===== src/rtl/muldiv_sequencer_pkg.sv =====
`default_nettype none
// muldiv_sequencer_pkg: shared op encoding and sequencer state codes.
// Rev 1.0
package muldiv_sequencer_pkg;

  typedef enum logic [2:0] {
    OP_MULT  = 3'd0,
    OP_MULTU = 3'd1,
    OP_DIV   = 3'd2,
    OP_DIVU  = 3'd3,
    OP_MTHI  = 3'd4,
    OP_MTLO  = 3'd5
  } muldiv_op_t;

  typedef logic [1:0] muldiv_state_t;

  localparam muldiv_state_t ST_IDLE = 2'd0;
  localparam muldiv_state_t ST_RUN  = 2'd1;
  localparam muldiv_state_t ST_FIX  = 2'd2;

  function automatic logic is_signed_op(input muldiv_op_t o);
    return (o == OP_MULT) || (o == OP_DIV);
  endfunction

  function automatic logic is_div_op(input muldiv_op_t o);
    return (o == OP_DIV) || (o == OP_DIVU);
  endfunction

endpackage
`default_nettype wire


===== src/rtl/muldiv_sequencer_step.sv =====
`default_nettype none
// muldiv_step: one combinational shift-add (MUL) or restoring shift-subtract (DIV) iteration.
// Rev 1.0
module muldiv_step #(
  parameter int WIDTH = 32
) (
  input  logic             is_div,
  input  logic [WIDTH-1:0] acc,
  input  logic [WIDTH-1:0] low,
  input  logic [WIDTH-1:0] operand,
  output logic [WIDTH-1:0] acc_next,
  output logic [WIDTH-1:0] low_next
);

  logic [WIDTH:0] mul_sum;
  logic [WIDTH:0] trial;

  always_comb begin
    mul_sum  = {1'b0, acc} + (low[0] ? {1'b0, operand} : {(WIDTH+1){1'b0}});
    trial    = {acc, low[WIDTH-1]} - {1'b0, operand};
    acc_next = mul_sum[WIDTH:1];
    low_next = {mul_sum[0], low[WIDTH-1:1]};
    if (is_div) begin
      // The partial remainder is always below the divisor, so W+1 bits hold the trial.
      if (!trial[WIDTH]) begin
        acc_next = trial[WIDTH-1:0];
        low_next = {low[WIDTH-2:0], 1'b1};
      end else begin
        acc_next = {acc[WIDTH-2:0], low[WIDTH-1]};
        low_next = {low[WIDTH-2:0], 1'b0};
      end
    end
  end

endmodule
`default_nettype wire


===== src/rtl/muldiv_sequencer.sv =====
`default_nettype none
// muldiv_sequencer: iterative MULT/DIV sequencer owning the HI/LO pair, with stall request.
// Rev 1.0
module muldiv_sequencer
  import muldiv_sequencer_pkg::*;
#(
  parameter int WIDTH = 32
) (
  input  logic             clock,
  input  logic             reset,
  input  logic             start,
  input  logic [2:0]       op,
  input  logic [WIDTH-1:0] operandA,
  input  logic [WIDTH-1:0] operandB,
  input  logic             hiLoRead,
  input  logic             flush,
  output logic             busy,
  output logic             stallRequest,
  output logic             done,
  output logic [WIDTH-1:0] hi,
  output logic [WIDTH-1:0] lo
);

  localparam int CW = $clog2(WIDTH);

  muldiv_state_t    state;
  logic [CW-1:0]    count;
  logic [WIDTH-1:0] acc;
  logic [WIDTH-1:0] low;
  logic [WIDTH-1:0] operand;
  logic [WIDTH-1:0] raw_a;
  logic             is_div;
  logic             neg_result;
  logic             neg_rem;
  logic             div_zero;
  logic             done_q;

  muldiv_op_t       op_sel;
  logic             sign_a;
  logic             sign_b;
  logic [WIDTH-1:0] abs_a;
  logic [WIDTH-1:0] abs_b;
  logic [WIDTH-1:0] acc_next;
  logic [WIDTH-1:0] low_next;
  logic [2*WIDTH-1:0] product;
  logic [2*WIDTH-1:0] product_fixed;
  logic [WIDTH-1:0] fix_hi;
  logic [WIDTH-1:0] fix_lo;

  assign op_sel = muldiv_op_t'(op);
  assign sign_a = is_signed_op(op_sel) & operandA[WIDTH-1];
  assign sign_b = is_signed_op(op_sel) & operandB[WIDTH-1];
  assign abs_a  = sign_a ? (~operandA + 1'b1) : operandA;
  assign abs_b  = sign_b ? (~operandB + 1'b1) : operandB;

  assign busy         = (state != ST_IDLE);
  assign stallRequest = (start || hiLoRead) && busy;
  assign done         = done_q;

  muldiv_step #(.WIDTH(WIDTH)) u_step (
    .is_div   (is_div),
    .acc      (acc),
    .low      (low),
    .operand  (operand),
    .acc_next (acc_next),
    .low_next (low_next)
  );

  always_comb begin
    product       = {acc, low};
    product_fixed = neg_result ? (~product + 1'b1) : product;
    fix_hi        = product_fixed[2*WIDTH-1:WIDTH];
    fix_lo        = product_fixed[WIDTH-1:0];
    if (is_div) begin
      if (div_zero) begin
        fix_hi = raw_a;
        fix_lo = {WIDTH{1'b1}};
      end else begin
        fix_hi = neg_rem    ? (~acc + 1'b1) : acc;
        fix_lo = neg_result ? (~low + 1'b1) : low;
      end
    end
  end

  always_ff @(posedge clock) begin
    if (reset) begin
      state      <= ST_IDLE;
      count      <= '0;
      acc        <= '0;
      low        <= '0;
      operand    <= '0;
      raw_a      <= '0;
      is_div     <= 1'b0;
      neg_result <= 1'b0;
      neg_rem    <= 1'b0;
      div_zero   <= 1'b0;
      done_q     <= 1'b0;
      hi         <= '0;
      lo         <= '0;
    end else begin
      done_q <= 1'b0;
      if (flush) begin
        state <= ST_IDLE;
      end else begin
        case (state)
          ST_IDLE: begin
            if (start) begin
              case (op_sel)
                OP_MTHI: hi <= operandA;
                OP_MTLO: lo <= operandA;
                OP_MULT, OP_MULTU, OP_DIV, OP_DIVU: begin
                  // Multiplier (MUL) or dividend (DIV) shifts through the low register.
                  acc        <= '0;
                  low        <= is_div_op(op_sel) ? abs_a : abs_b;
                  operand    <= is_div_op(op_sel) ? abs_b : abs_a;
                  raw_a      <= operandA;
                  is_div     <= is_div_op(op_sel);
                  neg_result <= sign_a ^ sign_b;
                  neg_rem    <= sign_a;
                  div_zero   <= is_div_op(op_sel) && (operandB == '0);
                  count      <= CW'(WIDTH - 1);
                  state      <= ST_RUN;
                end
                default: ;
              endcase
            end
          end
          ST_RUN: begin
            acc   <= acc_next;
            low   <= low_next;
            count <= count - 1'b1;
            if (count == '0) state <= ST_FIX;
          end
          ST_FIX: begin
            hi     <= fix_hi;
            lo     <= fix_lo;
            done_q <= 1'b1;
            state  <= ST_IDLE;
          end
          default: state <= ST_IDLE;
        endcase
      end
    end
  end

endmodule
`default_nettype wire


===== config.mk =====
export PLATFORM = sky130hd
export DESIGN_NAME = muldiv_sequencer
export DESIGN_NICKNAME = d
export VERILOG_FILES = /design/src/rtl/muldiv_sequencer_pkg.sv /design/src/rtl/muldiv_sequencer_step.sv /design/src/rtl/muldiv_sequencer.sv
export SDC_FILE = /design/constraint.sdc
export NUM_CORES = 1
export LEC_CHECK = 0
export CAP_MARGIN = 10
export CORE_ASPECT_RATIO = 1.5
export CORE_MARGIN = 5
export CORE_UTILIZATION = 55
export DETAILED_ROUTE_END_ITERATION = 8
export DONT_BUFFER_PORTS = 1
export PLACE_DENSITY_LB_ADDON = 0.12
export SETUP_SLACK_MARGIN = 0.4
export SYNTH_ARGS = -nofsm -noshare
export SYNTH_HDL_FRONTEND = slang
export SYNTH_SLANG_ARGS = --single-unit
export TNS_END_PERCENT = 50

===== constraint.sdc =====
create_clock -name clock -period 5.18 [get_ports clock]
set_input_delay 0.518 -clock clock [delete_from_list [all_inputs] [get_ports clock]]
set_output_delay 0.518 -clock clock [all_outputs]
set_load 0.02 [all_outputs]

Yosys cells after proc, flatten, opt, wreduce, memory -nomap -nowiden
Cells that the tools add are included.
- output and inout port bits: 67
- logic and storage cells: 97
- input bits: 72
- register bits: 204
- equal/unequal tests: 12
- add/subtract/negate cells: 8
- reduce and logical (&&, ||, !) cells: 19
- bitwise gates (word level): 9
- multiplexer cells: 36
- operator list (kind ; count):
    $mux 32 ; 22
    $pmux 32 s2 ; 4
    $add 32x1->32 const B ; 4
    $not 32->32 ; 4
    $add 64x1->64 const B ; 1
    $mux 64 ; 1
    $not 64->64 ; 1
    $add 32x33->33 ; 1
    $sub 33x32->33 ; 1
    $logic_not 32->1 ; 1
    $reduce_and 4->1 ; 4
    $mux 5 ; 2
    $pmux 5 s2 ; 1
    $eq 3x2->1 const B ; 2
    $eq 3x3->1 const B ; 2
    $mux 2 ; 3
    $ne 2x1->1 const B ; 3
    $reduce_bool 2->1 ; 3
    $logic_not 5->1 ; 1
    $sub 5x1->5 const B ; 1
    $ne 2x2->1 const B ; 2
    $pmux 2 s2 ; 1
    $reduce_or 4->1 ; 1
    $eq 3x1->1 const B ; 1
    other kinds (12) ; 17

Longest topological paths before layout
Gate-level depths: netlist (run 1).
- depth after elaboration: 8
- gate-level depth with buffers: 14
- depth with buffers taken out: 13

Modules after synthesis
From an unflattened synthesis (run 1), not the netlist that was laid out.
- cell total of the unflattened synthesis: 2397
- area, all modules: 17470.5 µm²
- by module, submodules not included (module ; times used ; sequential area each (µm²) ; area an instance (µm²) ; cells each):
    muldiv_sequencer ; 1 ; 4083.9 ; 12761.0 ; 1714
    muldiv_step ; 1 ; 0.0 ; 4709.5 ; 683

Worst setup path after synthesis (run 1)
No wires, ideal clock.
- path type: register -> register
- start point: reg acc[0]
- end point: reg acc[25]
- setup time: 0.117 ns
- arrival: 3.266 ns
- stages on the path, launching flop included: 15
- required time: 5.063 ns
- clock period less this slack: 3.383 ns
- buffers on the path: 3
- slack: 1.797 ns
- cell sequence: dfxtp_1 -> clkbuf_1 -> inv_1 -> fa_1 -> nand2b_1 -> a21oi_1 -> o2111ai_1 -> nand3_1 -> and2_1 -> clkbuf_1 -> o21ai_0 -> nor2_1 -> clkbuf_1 -> nand3_1 -> a32o_1
- longest elaborated chain between the ends: 4
- elaborated cells on any way between the ends: 5
- those cells by class: add/sub (2); mux (3)
- RTL lines (what ; line ; RTL):
    from (decl) ; muldiv_sequencer.sv:28 ; logic [WIDTH-1:0] acc;
    from (signal assigned) ; muldiv_sequencer.sv:129 ; acc <= acc_next;
    $sub 33x32->33 ; muldiv_sequencer_step.sv:20 ; trial = {acc, low[WIDTH-1]} - {1'b0, operand};
    $mux 32 ; muldiv_sequencer_step.sv:25 ; if (!trial[WIDTH]) begin
    $mux 32 (*) ; muldiv_sequencer_step.sv:23 ; if (is_div) begin
    $pmux 32 s2 (*) ; muldiv_sequencer.sv:105 ; case (state)
Mark *: on every way between the ends. The rest lies on a longest branch, timed or not.
A chain may end at the register's enable or synchronous reset.

Worst setup path after layout (run 1)
- start point: reg low[31]
- end point: reg acc[23]
- longest elaborated chain between the ends: 4
- RTL lines (what ; line ; RTL):
    from (decl) ; muldiv_sequencer.sv:29 ; logic [WIDTH-1:0] low;
    from (signal assigned) ; muldiv_sequencer.sv:114 ; low <= is_div_op(op_sel) ? abs_a : abs_b;
    from (signal assigned) ; muldiv_sequencer.sv:130 ; low <= low_next;
    $sub 33x32->33 ; muldiv_sequencer_step.sv:20 ;
    $mux 32 ; muldiv_sequencer_step.sv:25 ;
    $mux 32 ; muldiv_sequencer_step.sv:23 ;
    $pmux 32 s2 ; muldiv_sequencer.sv:105 ;
No other way between the ends.

==> impl_metrics.ini, run 1 <==
[routing]
drtAntennaViolNets = 0
dr.pass1.iters = 8
first_iter_violations = 1923
drcViolationCount = 0
wl_um = 68270
num_vias = 17820
viasPerCell = 6.741
wire_per_inst_um = 25.83

[timing]
worst_pin_slew_ns = 1.215
maxSlewHeadroom_pct = 18.84
slew_viol_final = 0
fin_crit_sh_pct = 83.03
clock.fmax_ghz = 0.2325
finClkSkew_ns = 0.01560
hold_viol_final = 0
setup_tns_ns = 0
setup_viol = 0
setup_ws_ns = 0.8790
period_needed_ns = 4.301
rsz0062_at_grt = false

[finish]
seq_area_um2 = 4089
layout.nets = 2371
diodes = 0
multiInputGateArea_um2 = 11560
post-route-util_pct = 58.52
drive_above_1_share_pct = 5.484
syn_to_final_growth_pct = 6.058
nFillCells = 2963
stdcell_count = 2643

[worst_setup_path]
cp_max_fo = 32
rrSetupSlack_ns = 0.88
start_kind = register
cp.required_ns = 5.56
path_cells = inv_1 -> ha_1 -> fa_1 -> nand2b_1 -> a21oi_1 -> o2111ai_1 -> nand3_1 -> and2_1 -> o21ai_0 -> nor2_4 -> mux2i_1 -> o221ai_1
crit_family = simple AND/OR/NAND/NOR gates
crit_slowest_cell = nor2_4
critPathKind = reg2reg
critPathCaptureType = register
cp_num_buf_inv = 1
crit_arrival_ns = 4.68
r2r_cells = 12
reg2reg_from = low[31]
max_stage_delay_ns = 1.02
r2r_end = acc[23]

[run_status]
status = finished clean

[yosys]
synth_top_area_cell = dfxtp_1
syn_area_um2 = 16590
synth_edf_count = 0
synth_seq_cells = 204
seq_area_frac_synth_pct = 24.62
synth_top_area_share_pct = 24.62
synthDistinctLibCells = 73
synth_area_per_cell_um2 = 7.103
synth_most_common_cell = nand2_1
ys_top_cells_by_count = nand2_1 (326), a21oi_1 (269), dfxtp_1 (204), nor2_1 (197), o21ai_0 (181)
synth_nets = 2479
synth_cells = 2335
synthArstFlopShare_pct = 0
synth_flop_cell = dfxtp_1
yosysWarnings = 0
synth_area_leaders = dfxtp_1 (25%), a21oi_1 (8.1%), nand2_1 (7.4%)

[min_path]
hold_depth = 1
hold_end = raw_a[9]
min_path_type = in2reg
min_from = reset

[clock_network]
clk_latency_ns = 0.54
hold_buffers = 0
ctsResizeCount = 0
htreeDepth = 1
cts_sinks = 204
clock_path_buffers = 3
root_buffer = clkbuf_16
cts_buffers = 23
postCtsSetupBuffers = 0
cts_tree = built
clkTransAtPathRegs_ns = 0.07

[global_routing]
grt_pass1_vias = 16890
groute.usage.overall_pct = 39.27
grt_pass1_wl_um = 102200
gr-total-overflow = 0
grt_max_degree = 141
antenna_found_initial = 1

[run]
maxCapViolations = 0

[die]
start_util_pct = 55.18
rows = 78
dieArea_um2 = 33800
dieHeight_um = 222.7
io_pins = 139
core_area_um2 = 30060
die-width_um = 151.8

[power_and_ir_drop]
clkPwrFrac_pct = 40.3
pwr-share-comb_pct = 21.1
p_sw_mw = 1.424
vdd_ir_drop_max_mv = 0.2740
power_density_nw_per_um2 = 252.0
switching_share_pct = 32.13
internal_power_mw = 3.008
seqPwrFrac_pct = 38.7
leakagePower_nw = 6.454

[place]
dp.cells = 2602
dpl.hpwl_um = 50060
gp_congestion = 1.010
io_buffers = 0
place_ws_ns = 0.9454
## state kept, by name, summed over array words and instances (netlist names)
name,count
raw_a,32
done,1
neg_result,1
count,5
operand,32
acc,32
state,2
div_zero,1
low,32
neg_rem,1
lo,32
is_div,1
hi,32
## kinds of logic after synthesis
group / synth area share, %
DFF: 24.62
AOI/OAI and AO/OA: 29.25
and+or+nand+nor: 21.94
adders and majority gates: 5.522
xor gates and xnor gates: 8.449
muxes: 4.270
buffers and inverters: 5.937
## final cells by class
type / count / area share, %
clock buffers: 29 / 3.741
clock inverters: 12 / 0.8607
inverters: 75 / 1.600
multi-input cells: 1877 / 65.74
flip-flops and latches: 204 / 23.24
well taps: 400 / 2.845
repair buffers: 46 / 1.963
## cell usage in the layout (no fill, tap or decap), types with 18 or more instances in the layout
cell / instances
a21oi_1: 269
a21o_1: 22
o31ai_1: 28
nand3_1: 51
o221ai_1: 45
a311oi_1: 25
xnor2_1: 98
mux2i_1: 64
ha_1: 70
dfxtp_1: 202
or3_1: 19
buf_4: 46
clkbuf_16: 23
a22oi_1: 25
nand2b_1: 23
o22ai_1: 18
inv_1: 75
o211ai_1: 25
nor2_1: 194
o21ai_0: 181
a31oi_1: 19
xor2_1: 62
nand2_1: 324
nor3_1: 67
## through the flow
step / area [um^2] / power, mW / hold WS (ns)
3_3_place_gp: 16780 / 2.644 / 0.4373
6_report: 17590 / 4.433 / 0.07521
3_5_place_dp: 16780 / 2.646 / 0.4427
4_1_cts: 17590 / 4.409 / 0.04906
2_1_floorplan: 16590 / 2.394 / 0.4198
5_1_grt: 17590 / 4.578 / 0.06075
## how the worst max path moves through the flow
stage                        from       to  cells past startpoint
after detailed placement  low[31]  acc[25]                     12
after global placement    low[31]  acc[25]                     12
final                     low[31]  acc[23]                     12
after global routing      low[31]  acc[23]                     12
after CTS                 low[31]  acc[23]                     12
after floorplan            acc[0]  acc[25]                     14
## power by group through the flow
stage	clock network, mW	registers, mW	logic, mW
global route	1.86	1.72	1.00
global placement	0	1.74	0.900
finish	1.79	1.71	0.933
CTS	1.79	1.71	0.906
floorplan	0	1.71	0.685
detailed placement	0	1.74	0.901
## routing by layer
layer  wire, um  up-vias  GRT usage [%]  share of wire (%)
li1           -     8215              -                  -
met1      24500     8356          46.38                 36
met2      31640      960          63.81                 46
met3       5692      285          5.917                8.3
met4       6443        0          28.34                9.4
met5          0        -              0                  0
Power figures use the tool's default switching activity.
==> run 2, diff against run 1 <==
--- a/config.mk
+++ b/config.mk
@@ -5,6 +5,7 @@
 export SDC_FILE = /design/constraint.sdc
 export NUM_CORES = 1
 export LEC_CHECK = 0
+export ABC_AREA = 1
 export CAP_MARGIN = 10
 export CORE_ASPECT_RATIO = 1.5
 export CORE_MARGIN = 5
==> constraint.sdc (replaced) <==
create_clock -name clock -period 3.76 [get_ports clock]
set_input_delay 0.376 -clock clock [delete_from_list [all_inputs] [get_ports clock]]
set_output_delay 0.376 -clock clock [all_outputs]
set_load 0.02 [all_outputs]
==> run 2 against run 1 <==
Compared with the run above: the run now ends with DRC left; routed wire length is 39% higher; clock-buffer cell count grew 1; global-route usage rose by 6.8 points; first-iteration DRC count is 89% higher; sequential share of layout area shrank 3.6 points; non-clock buffer count fell by 3; cell area is 18% higher; critical path depth up 1; fmax grew 29%; setup slack got worse by 0.44 ns.
==> impl_metrics.ini, run 2 <==
[timing]
fin_crit_sh_pct = 88.45
clock.fmax_ghz = 0.3007
setup_viol = 0
maxSlewHeadroom_pct = 23.12
worst_pin_slew_ns = 1.152
finClkSkew_ns = 0.03322
hold_viol_final = 0
rsz0062_at_grt = true
setup_tns_ns = 0
fin_hold_ws_ns = 0.0007693
slew_viol_final = 0
period_needed_ns = 3.326

[place]
gp_congestion = 1.165
dpl.hpwl_um = 73460
io_buffers = 0

[global_routing]
grt_max_degree = 158
gr-total-overflow = 0
grt_pass1_vias = 22860
groute.usage.overall_pct = 46.05
grt_pass1_wl_um = 139600
antenna_found_initial = 1

[worst_setup_path]
crit_arrival_ns = 3.77
crit_slowest_cell = dfxtp_1
critPathCaptureType = register
cp_common_cell = nand2_1
critPathKind = reg2reg
start_kind = register
rrSetupSlack_ns = 0.43
path_cells = ha_1 -> nand2_1 -> a21oi_1 -> nor2_1 -> nand2_1 -> a21oi_1 -> nand2_1 -> nand2_1 -> nand2_1 -> nand2_1 -> nand3_1 -> nand3_1 -> a21oi_1
max_stage_delay_ns = 0.78
cp_max_fo = 8
cp.required_ns = 4.20

[power_and_ir_drop]
clkPwrFrac_pct = 33.5
vdd_ir_drop_max_mv = 0.4232
switching_share_pct = 40.48
power_density_nw_per_um2 = 325.6
p_sw_mw = 2.741
leakagePower_nw = 10.28
seqPwrFrac_pct = 35.7
pwr-share-comb_pct = 30.9
report.power.total_mw = 6.770
internal_power_mw = 4.029

[clock_network]
clkTransAtPathRegs_ns = 0.07
postCtsSetupBuffers = 0
clk_latency_ns = 0.56
cts_sinks = 204
cts_tree = built
clock_path_buffers = 3
htreeDepth = 1
root_buffer = clkbuf_16
cts_buffers = 22

[finish]
layout.nets = 3602
final_cell_mix = nand2_1 (934), inv_1 (473), nor2_1 (396)
syn_to_final_growth_pct = 5.291
drive_above_1_share_pct = 4.060
mostFrequentLayoutCell = nand2_1
post-route-util_pct = 58.18

[yosys]
seq_area_frac_synth_pct = 20.68
ys_top_cells_by_count = nand2_1 (934), inv_1 (475), nor2_1 (398), o21ai_0 (325), a21oi_1 (312)
yosysWarnings = 0
synthDistinctLibCells = 53
synth_flop_cell = dfxtp_1
synth_top_area_cell = dfxtp_1
synth_seq_cells = 204
synth_top_area_share_pct = 20.68
synth_edf_count = 0
synth_cells = 3539
synth_area_per_cell_um2 = 5.579
synth_nets = 3683
synth_area_leaders = dfxtp_1 (21%), nand2_1 (18%), inv_1 (9.0%)
synthArstFlopShare_pct = 0
synth_most_common_cell = nand2_1
syn_area_um2 = 19750

[die]
io_pins = 139
core_area_um2 = 35730
start_util_pct = 55.26
die-width_um = 164.7
dieHeight_um = 242.1
dieArea_um2 = 39870
rows = 85

[run]
maxCapViolations = 0

[routing]
wl_um = 95150
num_vias = 24590
viasPerCell = 6.222
dr.pass1.iters = 9
first_iter_violations = 3629
drtAntennaViolNets = 0
drcViolationCount = 2
wire_per_inst_um = 24.08

[run_status]
status = finished, violations left
violations = DRC

[min_path]
min_path_type = in2reg
-- run 2: cell types whose count changed after synthesis, sizes merged, moves of 64 or more --
cell | previous run | this run
nand2 | 326 | 947
nor2 | 197 | 412
inv | 75 | 490
nand3 | 51 | 308
mux2i | 64 | 0
xnor2 | 98 | 5
o21ai | 182 | 347
clkbuf | 161 | 96
-- run 2: worst paths after layout --
path,startpoint,cells past startpoint,to
setup / recovery,acc[27],13,acc[29]
hold / removal,reset,3,neg_result
setup reg to reg,acc[27],13,acc[29]
hold reg to reg,count[0],1,count[0]
-- run 2: per-stage QoR --
step / std cells / area, um^2 / worst slack (ns)
after floorplan: 3539 / 19750 / 1.465
after global placement: 3909 / 20030 / 0.7447
after CTS: 3951 / 20790 / 0.6907
final: 3952 / 20790 / 0.4344
after global routing: 3951 / 20790 / 0.3166
after detailed placement: 3909 / 20030 / 0.7030
-- run 2: layer usage --
layer,vias to the layer above,wire (um),GRT usage [%]
met3,599,10600,11.76
li1,11310,-,-
met1,10900,30310,49.25
met2,1783,41480,71.72
met4,2,12750,44.82
met5,-,8,0
-- run 2: power by group through the flow --
stage / Clock [mW] / Combinational (mW) / Sequential (mW)
floorplan: 0 / 1.35 / 2.39
global placement: 0 / 1.91 / 2.45
detailed placement: 0 / 1.93 / 2.45
CTS: 2.24 / 1.96 / 2.41
global route: 2.35 / 2.22 / 2.42
finish: 2.27 / 2.09 / 2.41
-- run 2: worst max-delay path, delay by kind of cell (launching register included) --
| kind | cells | cell delay (ns) |
|---|---|---|
| simple gates | 9 | 1.64 |
| flops | 1 | 0.78 |
| fa+ha+maj | 1 | 0.40 |
| compound gates | 3 | 0.35 |
-- run 2: timing repair --
action	CTS	global route
hold endpoints to repair	46	0
gates resized for setup	0	1
hold buffers	3	0
setup endpoints to repair	0	2
-- run 2: kinds of logic after synthesis --
logic type | Yosys count | synth area share [%]
flip-flops | 204 | 20.68
adder cells (fa/ha/maj) | 72 | 4.638
buffers and inverters | 640 | 12.59
AO/OA/AOI/OAI | 767 | 20.85
XOR/XNOR | 75 | 3.327
AND/OR/NAND/NOR | 1781 | 37.91
-- run 2: area by class of cell --
cell class / count / area (um^2)
Fill cell: 3747 / 14940
Multi-Input combinational cell: 2695 / 13180
Sequential cell: 204 / 4086
Inverter: 492 / 1853
Clock buffer: 30 / 621.8
Tap cell: 478 / 598.1
Timing Repair Buffer: 43 / 360.3
Clock inverter: 9 / 87.58
Antenna cell: 1 / 2.502
